===== src/rtl/ctx_fetch_pkg.sv =====
// rtl/ctx_fetch_pkg.sv - shared state encoding and default widths for the context read sequencer
package ctx_fetch_pkg;
    localparam int AWIDTH_DEF = 10;
    localparam int DWIDTH_DEF = 32;
    localparam int LWIDTH_DEF = 8;

    typedef enum logic [1:0] {
        ST_IDLE  = 2'd0,
        ST_FETCH = 2'd1,
        ST_DRAIN = 2'd2,
        ST_DONE  = 2'd3
    } state_t;
endpackage


===== src/rtl/ctx_skid_fifo.sv =====
// rtl/ctx_skid_fifo.sv - 2-entry skid FIFO absorbing the context RAM read latency
module ctx_skid_fifo #(
    parameter int W = 34
) (
    input  logic         clk,
    input  logic         rst_n,
    input  logic         flush,
    input  logic         push,
    input  logic [W-1:0] push_data,
    input  logic         pop,
    output logic [W-1:0] head_data,
    output logic [1:0]   occ
);
    logic [W-1:0] e0_q, e0_d, e1_q, e1_d;
    logic [1:0]   occ_q, occ_d;

    always_comb begin
        e0_d  = e0_q;
        e1_d  = e1_q;
        occ_d = occ_q;
        if (flush) begin
            occ_d = 2'd0;
        end else begin
            case ({push, pop})
                2'b10: begin
                    if (occ_q == 2'd0) e0_d = push_data;
                    else               e1_d = push_data;
                    occ_d = occ_q + 2'd1;
                end
                2'b01: begin
                    if (occ_q != 2'd0) begin
                        e0_d  = e1_q;
                        occ_d = occ_q - 2'd1;
                    end
                end
                2'b11: begin
                    // Entry 0 is always the head, so a pop at occ 2 shifts before the new word lands
                    if (occ_q == 2'd2) begin
                        e0_d = e1_q;
                        e1_d = push_data;
                    end else begin
                        e0_d  = push_data;
                        occ_d = 2'd1;
                    end
                end
                default: ;
            endcase
        end
    end

    always_ff @(posedge clk or negedge rst_n) begin
        if (!rst_n) begin
            e0_q  <= '0;
            e1_q  <= '0;
            occ_q <= 2'd0;
        end else begin
            e0_q  <= e0_d;
            e1_q  <= e1_d;
            occ_q <= occ_d;
        end
    end

    assign head_data = e0_q;
    assign occ       = occ_q;
endmodule


===== src/rtl/ctx_fetch.sv =====
// rtl/ctx_fetch.sv - walks ctx_len words from base_addr for `loops` passes and streams them out
module ctx_fetch
    import ctx_fetch_pkg::*;
#(
    parameter int AWIDTH = AWIDTH_DEF,
    parameter int DWIDTH = DWIDTH_DEF,
    parameter int LWIDTH = LWIDTH_DEF
) (
    input  logic              clk,
    input  logic              rst_n,
    input  logic              start,
    input  logic              abort,
    input  logic [AWIDTH-1:0] base_addr,
    input  logic [AWIDTH:0]   ctx_len,
    input  logic [LWIDTH-1:0] loops,
    output logic              busy,
    output logic              done,
    output logic              ram_en,
    output logic [AWIDTH-1:0] ram_addr,
    input  logic [DWIDTH-1:0] ram_rdata,
    output logic              cfg_valid,
    input  logic              cfg_ready,
    output logic [DWIDTH-1:0] cfg_data,
    output logic              cfg_last,
    output logic              cfg_final
);
    localparam int FW = DWIDTH + 2;

    state_t              state_q, state_d;
    logic [AWIDTH-1:0]   addr_q, addr_d, base_q, base_d;
    logic [AWIDTH:0]     len_q, len_d, word_q, word_d;
    logic [LWIDTH-1:0]   loops_q, loops_d, pass_q, pass_d;
    logic                out_q, out_d;
    logic [1:0]          tag_q, tag_d;
    logic [FW-1:0]       head;
    logic [1:0]          occ;
    logic                pop, credit, is_last, is_final;

    ctx_skid_fifo #(.W(FW)) u_fifo (
        .clk       (clk),
        .rst_n     (rst_n),
        .flush     (abort),
        .push      (out_q),
        .push_data ({tag_q, ram_rdata}),
        .pop       (pop),
        .head_data (head),
        .occ       (occ)
    );

    assign cfg_valid = (occ != 2'd0);
    assign pop       = cfg_valid & cfg_ready;
    assign cfg_data  = head[DWIDTH-1:0];
    assign cfg_final = head[DWIDTH];
    assign cfg_last  = head[DWIDTH+1];
    assign ram_addr  = addr_q;
    assign busy      = (state_q == ST_FETCH) || (state_q == ST_DRAIN);
    assign done      = (state_q == ST_DONE);

    // Buffered words plus the read in flight may never exceed the two FIFO slots
    assign credit   = ({1'b0, occ} + {2'b00, out_q}) < (3'd2 + {2'b00, pop});
    assign is_last  = (word_q == len_q - (AWIDTH+1)'(1));
    assign is_final = is_last && (pass_q == loops_q - LWIDTH'(1));

    always_comb begin
        state_d = state_q;
        addr_d  = addr_q;
        base_d  = base_q;
        len_d   = len_q;
        loops_d = loops_q;
        word_d  = word_q;
        pass_d  = pass_q;
        tag_d   = tag_q;
        ram_en  = 1'b0;
        case (state_q)
            ST_IDLE: begin
                if (start) begin
                    base_d  = base_addr;
                    len_d   = ctx_len;
                    loops_d = loops;
                    addr_d  = base_addr;
                    word_d  = '0;
                    pass_d  = '0;
                    state_d = (ctx_len == '0 || loops == '0) ? ST_DONE : ST_FETCH;
                end
            end
            ST_FETCH: begin
                if (credit) begin
                    ram_en = 1'b1;
                    tag_d  = {is_last, is_final};
                    if (is_last) begin
                        word_d = '0;
                        addr_d = base_q;
                        pass_d = pass_q + LWIDTH'(1);
                        if (is_final) state_d = ST_DRAIN;
                    end else begin
                        word_d = word_q + (AWIDTH+1)'(1);
                        addr_d = addr_q + AWIDTH'(1);
                    end
                end
            end
            ST_DRAIN: begin
                // Finishing on the final pop lets done follow the last handshake directly
                if (!out_q && (occ == 2'd0 || (occ == 2'd1 && pop))) state_d = ST_DONE;
            end
            ST_DONE: state_d = ST_IDLE;
            default: state_d = ST_IDLE;
        endcase
        out_d = ram_en;
        if (abort) begin
            state_d = ST_IDLE;
            out_d   = 1'b0;
        end
    end

    always_ff @(posedge clk or negedge rst_n) begin
        if (!rst_n) begin
            state_q <= ST_IDLE;
            addr_q  <= '0;
            base_q  <= '0;
            len_q   <= '0;
            loops_q <= '0;
            word_q  <= '0;
            pass_q  <= '0;
            out_q   <= 1'b0;
            tag_q   <= 2'b00;
        end else begin
            state_q <= state_d;
            addr_q  <= addr_d;
            base_q  <= base_d;
            len_q   <= len_d;
            loops_q <= loops_d;
            word_q  <= word_d;
            pass_q  <= pass_d;
            out_q   <= out_d;
            tag_q   <= tag_d;
        end
    end
endmodule


===== config.mk =====
export PLATFORM = sky130hd
export DESIGN_NAME = ctx_fetch
export DESIGN_NICKNAME = d
export VERILOG_FILES = /design/src/rtl/ctx_fetch_pkg.sv /design/src/rtl/ctx_skid_fifo.sv /design/src/rtl/ctx_fetch.sv
export SDC_FILE = /design/constraint.sdc
export NUM_CORES = 1
export LEC_CHECK = 0
export BUFFER_PORTS_ARGS = -buffer_cell sky130_fd_sc_hd__buf_2
export CAP_MARGIN = 5
export CORE_ASPECT_RATIO = 0.9
export CORE_MARGIN = 1
export CORE_UTILIZATION = 58
export DETAILED_ROUTE_END_ITERATION = 10
export PLACE_DENSITY_LB_ADDON = 0.25
export SLEW_MARGIN = 15
export SYNTH_ARGS = -nofsm -noshare
export SYNTH_HDL_FRONTEND = slang
export SYNTH_HIERARCHICAL = 1
export SYNTH_SLANG_ARGS = --single-unit

===== constraint.sdc =====
create_clock -name clk -period 3.9 [get_ports clk]
set_input_delay 0.585 -clock clk [delete_from_list [all_inputs] [get_ports clk]]
set_output_delay 0.585 -clock clk [all_outputs]
set_load 0.03 [all_outputs]

==> summary.txt, run 1 <==
Floorplanning
  • Initial Util: 60.35%
  • DIE AREA: 0.01322 mm2
  • Die Y: 109.2 um
  • Die width: 121.1 um
  • Core area: 0.01227 mm2
  • IO Pins: 114
  • Site Rows: 38

Layout
  • # diodes: 0
  • Commonest non-fill, non-tap cell in the layout: dfrtp_1
  • Commonest cells after routing, fill and taps aside: 133 x dfrtp_1, 112 x buf_2, 79 x mux2_4
  • Share of cells above drive strength 1: 39.86%
  • Nets: 794
  • Area Overhead vs Synth: 16.29%
  • Finished Layout Cells: 890

Clocking
  • Setup Fix Bufs, Post-CTS: 0
  • CTS Hold Bufs: 0
  • CTS Sinks: 133
  • Clk pin slew, worst setup/hold paths: 0.06 ns
  • Post-CTS Resized: 0
  • H-Tree Level Count: 4
  • CTS Buf Count: 17
  • Deepest clock path buffer count: 2
  • Worst skew pair latency: 0.42 ns
  • CTS tree: yes
  • Root buffer cell: clkbuf_16

Synthesis
  • Post-Synthesis Cell Area: 0.007403 mm2
  • Ys async rst share: 100.0%
  • Synthesized netlist net count: 685
  • Main synth FF type: dfrtp_1
  • Synth Instances: 608
  • Flops & latches, synth: 133
  • YS warnings: 6
  • Syn Area/Cell: 12.18 um2
  • Sequential area share after synthesis: 44.96%
  • Post-synth cell types: 69
  • EDFF count, synth: 0

Routing
  • DRT Wirelength: 16210 um
  • Initial DRC Count: 333
  • WL per Instance: 18.21 um
  • DR DRC count: 0
  • Detail-routed via count per cell: 5.903
  • TritonRoute pass-1 iters: 5
  • Final ANT Viol Nets: 0
  • Vias: 5254

Worst setup path
  • CP Data Arrival Time: 3.64 ns
  • Crit Path Max Fanout: 10
  • Worst EP required: 4.21 ns
  • Worst R2R Start: len_q[0]
  • Critical Path End Type: flip-flop
  • CP Class: reg -> reg
  • Element type at the critical path start: flip-flop
  • Crit path from: len_q[0]

Global routing
  • Grt ovf: 0
  • Initial antenna violation count: 0
  • First-pass GRT wire length: 26500 um
  • Vias in the first global route: 5285
  • Total track usage: 26.11%
  • Largest net degree at the start of global routing: 72

Timing
  • Max-slew violations: 0
  • Least-Margin Pin Slew: 1.172 ns
  • Slew headroom: 21.83%
  • Period minus WS final: 3.332 ns
  • Setup_tns: 0 ns
  • RSZ-0062 raised after global routing: false
  • Tcrit/Tclk final: 85.43%
  • Fmax: 300.2 MHz
  • Final setup viols: 0
  • Final Hold Fails: 0
  • Clock Skew: 0.006594 ns

Power and ir drop
  • Power Density: 799.3 mW/mm2
  • Total power: 6.882 mW
  • Leakage: 4.101 nW
  • Maximum vdd drop: 0.5223 mV

Min path
  • Hold crit path type: in -> async

Placement
  • Placed Instances: 858
  • Dpl hpwl: 11210 um
  • Routability cong.: 0.8561
  • Buffers on Ports: 113

Status
  • Outcome: finished clean

Run
  • Max-Cap Viols: 0
==> path summary, 6_finish.rpt <==
path | slack [ns] | cells past startpoint | to
worst max register to register | 0.57 | 9 | state_q[0]
worst min register to register | 0.50 | 1 | u_fifo/e1_q[2]
worst min-delay path | 0.29 | 1 | u_fifo/e1_q[18]
worst max-delay path | 0.57 | 9 | state_q[0]
min in group clk | 0.41 | 2 | u_fifo/e1_q[4]
max in group asynchronous | 2.75 | 2 | loops_q[1]
==> through the flow <==
stage          cell area (um2)  hold slack, ns  worst slack [ns]  utilization (%)
2_1_floorplan             7403          0.2894             1.013                -
3_3_place_gp              8029          0.4845            0.7827            65.45
3_5_place_dp              8029          0.4896            0.6560            65.45
4_1_cts                   8610          0.3195            0.6113            70.19
5_1_grt                   8610          0.3554            0.4508            70.19
6_report                  8610          0.2850            0.5684            70.19
==> Yosys cell counts (2+ instances only) <==
library cell	instances	share of area, %
dfrtp_1	133	45
mux2_4	79	16
mux2_2	41	6.2
o21ai_0	39	2.6
nand2_1	25	1.3
nor2_1	24	1.2
a21oi_1	22	1.5
xor2_1	20	2.4
and3_1	17	1.4
buf_6	14	2.1
inv_1	13	0.66
xnor2_1	13	1.5
ha_1	11	1.9
mux2_1	11	1.7
nand3_1	11	0.74
clkbuf_1	9	0.46
nand4_1	9	0.76
nor3_1	9	0.61
o31ai_1	8	0.81
nor2b_1	7	0.59
nand2b_1	6	0.51
nor4_1	6	0.51
or3_1	6	0.51
a21o_1	5	0.51
buf_1	5	0.25
mux2i_1	4	0.54
a211oi_1	3	0.30
a22o_1	3	0.35
a31o_2	3	0.35
or4_1	3	0.30
a31oi_1	2	0.17
and2_1	2	0.17
and3b_1	2	0.24
nand3b_1	2	0.20
o2111ai_1	2	0.24
o211ai_1	2	0.20
o21a_1	2	0.20
o221a_2	2	0.30
o22a_1	2	0.24
or2_2	2	0.17
==> critical path, stage by stage (launching register included) <==
cell	delay [ns]
dfrtp_1	0.45
inv_1	0.09
ha_1	0.22
nor3b_4	0.42
nand2_2	0.10
o32a_1	0.38
a2111o_1	0.62
o41ai_4	0.44
nand3_1	0.16
a221oi_1	0.33
==> cells by family after synthesis <==
kind of cell               after synthesis  share of synthesized area [%]
AOI/OAI and AO/OA                      111                          10.36
muxes                                  135                          24.47
xor gates and xnor gates                33                          3.904
and+or+nand+nor                        142                          10.83
adders and majority gates               11                          1.859
buffers and inverters                   43                          3.617
DFF                                    133                          44.96
==> routing by layer <==
metal / track usage, % / wire [um] / part of all wire (%) / up-vias
met1: 35.11 / 7449 / 46 / 2611
met5: 0 / 0 / 0 / -
met3: 5.701 / 817 / 5.0 / 25
met4: 9.612 / 262 / 1.6 / 0
met2: 41.63 / 7682 / 47 / 172
li1: - / - / - / 2446
==> cell type report <==
| cell class | count | area [um2] |
|---|---|---|
| multi-input cells | 432 | 3810 |
| fillers | 867 | 3657 |
| flip-flops and latches | 133 | 3328 |
| repair buffers | 119 | 638.1 |
| clock buffers | 24 | 481.7 |
| well taps | 160 | 200.2 |
| clock inverters | 8 | 98.84 |
| inverters | 14 | 52.55 |
==> sequential cells by signal (all words and copies together) (netlist names), 8 cells and up <==
register / flops
u_fifo/e1_q: 34
u_fifo/head_data: 34
len_q: 11
word_q: 11
base_q: 10
ram_addr: 10
loops_q: 8
pass_q: 8
==> power breakdown <==
part,internal (mW),switching [mW],leakage [nW]
Combinational,1.29,1.63,2.13
Sequential,1.91,0.474,1.69
Clock,0.989,0.580,0.280
Total,4.19,2.69,4.10
Note: power is estimated with default switching activity, not from simulation.
==> run 2, diff against run 1 <==
==> constraint.sdc (replaced) <==
create_clock -name clk -period 3.9 [get_ports clk]
set_input_delay 0.585 -clock clk [delete_from_list [all_inputs] [get_ports clk]]
set_output_delay 0.585 -clock clk [all_outputs]
set_load 0.1 [all_outputs]
==> summary.txt, run 2 (synthesis gave the netlist of run 1 again) <==
Status
  • Outcome: finished clean

Global routing
  • Initial antenna violation count: 0 (unchanged)
  • First-pass GRT wire length: 26820 um (+1.2%)
  • Vias in the first global route: 5381 (+1.8%)
  • Largest net degree at the start of global routing: 72 (unchanged)
  • Total track usage: 26.53% (+0.42 points)
  • Grt ovf: 0 (unchanged)

Floorplanning
  • Die Y: 109.2 um (unchanged)
  • DIE AREA: 0.01322 mm2 (unchanged)
  • Core area: 0.01227 mm2 (unchanged)
  • IO Pins: 114 (unchanged)
  • Die width: 121.1 um (unchanged)
  • Initial Util: 60.35% (unchanged)
  • Site Rows: 38 (unchanged)

Timing
  • Least-Margin Pin Slew: 1.132 ns (-0.04005 ns)
  • Tcrit/Tclk final: 85.02% (-0.41 points)
  • Clock Skew: 0.006297 ns (-0.0002968 ns)
  • Slew headroom: 24.50% (+2.7 points)
  • Max-slew violations: 0 (unchanged)
  • Final setup viols: 0 (unchanged)
  • Fmax: 301.6 MHz (+0.48%)
  • Setup_tns: 0 ns (unchanged)
  • Hold Worst Slack: 0.2883 ns (+0.003263 ns)
  • Period minus WS final: 3.316 ns (-0.01592 ns)
  • RSZ-0062 raised after global routing: false
  • Final Hold Fails: 0 (unchanged)

Run
  • Max-Cap Viols: 0 (unchanged)

Routing
  • TritonRoute pass-1 iters: 4 (-1)
  • Initial DRC Count: 298 (-11%)
  • WL per Instance: 18.15 um (-0.35%)
  • Detail-routed via count per cell: 5.937 (+0.57%)
  • Vias: 5284 (+0.57%)
  • DR DRC count: 0 (unchanged)
  • Final ANT Viol Nets: 0 (unchanged)
  • DRT Wirelength: 16160 um (-0.35%)

Power and ir drop
  • Leakage: 4.119 nW (+0.44%)
  • Sequential Power Share: 28.8% (-5.9 points)
  • Comb power frac: 51.4% (+8.9 points)
  • Maximum vdd drop: 0.8101 mV (+55%)
  • P_int: 4.258 mW (+1.5%)
  • Fraction of power spent switching nets: 48.47% (+9.4 points)
  • Power Density: 957.1 mW/mm2 (+20%)
  • Clock share of power: 19.8% (-3.0 points)
  • Psw: 4.005 mW (+49%)

Worst setup path
  • CP Data Arrival Time: 2.73 ns (-0.91 ns)
  • Critical Path Max Stage Delay: 0.50 ns (-0.12 ns)
  • Element type at the critical path start: flip-flop
  • Worst EP required: 3.31 ns (-0.90 ns)
  • Critical path's most frequent cell: inv_1
  • Critical path, cell by cell: inv_1, ha_1, inv_1, or2_2, inv_1, buf_2
  • CP Class: reg -> out
  • CP max stage cell: ha_1
  • Crit Path Max Fanout: 15 (+5)
  • Cells on worst reg2reg path: 9 (unchanged)
  • Critical Path End Type: primary output

Layout
  • Nets: 794 (unchanged)
  • Commonest non-fill, non-tap cell in the layout: dfrtp_1
  • Area Overhead vs Synth: 16.61%
  • Share of cells above drive strength 1: 39.86% (unchanged)
  • # diodes: 0 (unchanged)
  • Commonest cells after routing, fill and taps aside: 133 x dfrtp_1, 112 x buf_2, 79 x mux2_4

Clocking
  • CTS Buf Count: 17 (unchanged)
  • H-Tree Level Count: 4 (unchanged)
  • CTS Sinks: 133 (unchanged)
  • Worst skew pair latency: 0.41 ns (about the same)
  • Deepest clock path buffer count: 2 (unchanged)
  • Root buffer cell: clkbuf_16
  • Setup Fix Bufs, Post-CTS: 0 (unchanged)
  • Post-CTS Resized: 0 (unchanged)
  • CTS Hold Bufs: 0 (unchanged)
  • Clk pin slew, worst setup/hold paths: 0.05 ns (about the same)
  • CTS tree: yes

Min path
  • Hold crit path type: in -> async

Placement
  • Routability cong.: 0.8639 (+0.91%)
  • Buffers on Ports: 113 (unchanged)
  • Dpl hpwl: 11080 um (-1.2%)
[run 2: changes by cell type in the layout (fill, tap and decap cells not counted), sizes merged]
cell	change
bufinv	+1
clkinv	+1
clkinvlp	-2
[run 2: power by group through the flow]
stage,logic (mW),registers (mW),clock network (mW)
2_1_floorplan,1.96,3.89,0
3_3_place_gp,4.12,2.35,0
3_5_place_dp,4.22,2.39,0
4_1_cts,4.25,2.38,1.66
5_1_grt,4.48,2.45,1.73
6_report,4.24,2.38,1.63
[run 2: layer usage]
metal | GRT usage [%] | vias up | share of wire, %
met1 | 35.25 | 2637 | 45
met3 | 6.328 | 33 | 4.9
met2 | 42.45 | 168 | 48
li1 | - | 2446 | -
met4 | 9.700 | 0 | 1.9
met5 | 0 | - | 0
[run 2: area by class of cell]
| cell class | instances | area [um2] |
|---|---|---|
| multi-input combinational | 432 | 3810 |
| timing repair buffer | 119 | 638.1 |
| inverter | 14 | 52.55 |
| clock buffer | 24 | 481.7 |
| fill | 874 | 3633 |
| sequential | 133 | 3328 |
| clock inverter | 8 | 122.6 |
| tap | 160 | 200.2 |
[run 2: worst paths after layout]
| kind | endpoint | slack (ns) | start |
|---|---|---|---|
| worst max-delay path | ram_en | 0.58 | state_q[1] |
| worst min-delay path | u_fifo/head_data[18] | 0.29 | rst_n |
| worst max register to register | state_q[0] | 0.61 | len_q[0] |
| worst min register to register | u_fifo/head_data[28] | 0.50 | u_fifo/head_data[28] |
| max in group asynchronous | loops_q[2] | 2.76 | rst_n |
| min in group clk | len_q[9] | 0.41 | ctx_len[9] |
[run 2: metrics by stage]
stage	total power [mW]	utilization, %	setup WS [ns]	cell area (um2)	std cells
floorplan	5.858	-	1.013	7403	608
global route	8.664	70.38	0.4350	8633	890
finish	8.263	70.38	0.5843	8633	890
global placement	6.474	65.45	0.7890	8029	858
CTS	8.283	70.38	0.5980	8633	890
detailed placement	6.608	65.45	0.6685	8029	858
[run 2: worst max-delay path, delay by kind of cell (launching register included)]
family | cells | cell delay, ns
AND/OR/NAND/NOR | 1 | 0.45
adder cells (fa/ha/maj) | 1 | 0.50
buffers and inverters | 4 | 0.97
flip-flops | 1 | 0.40
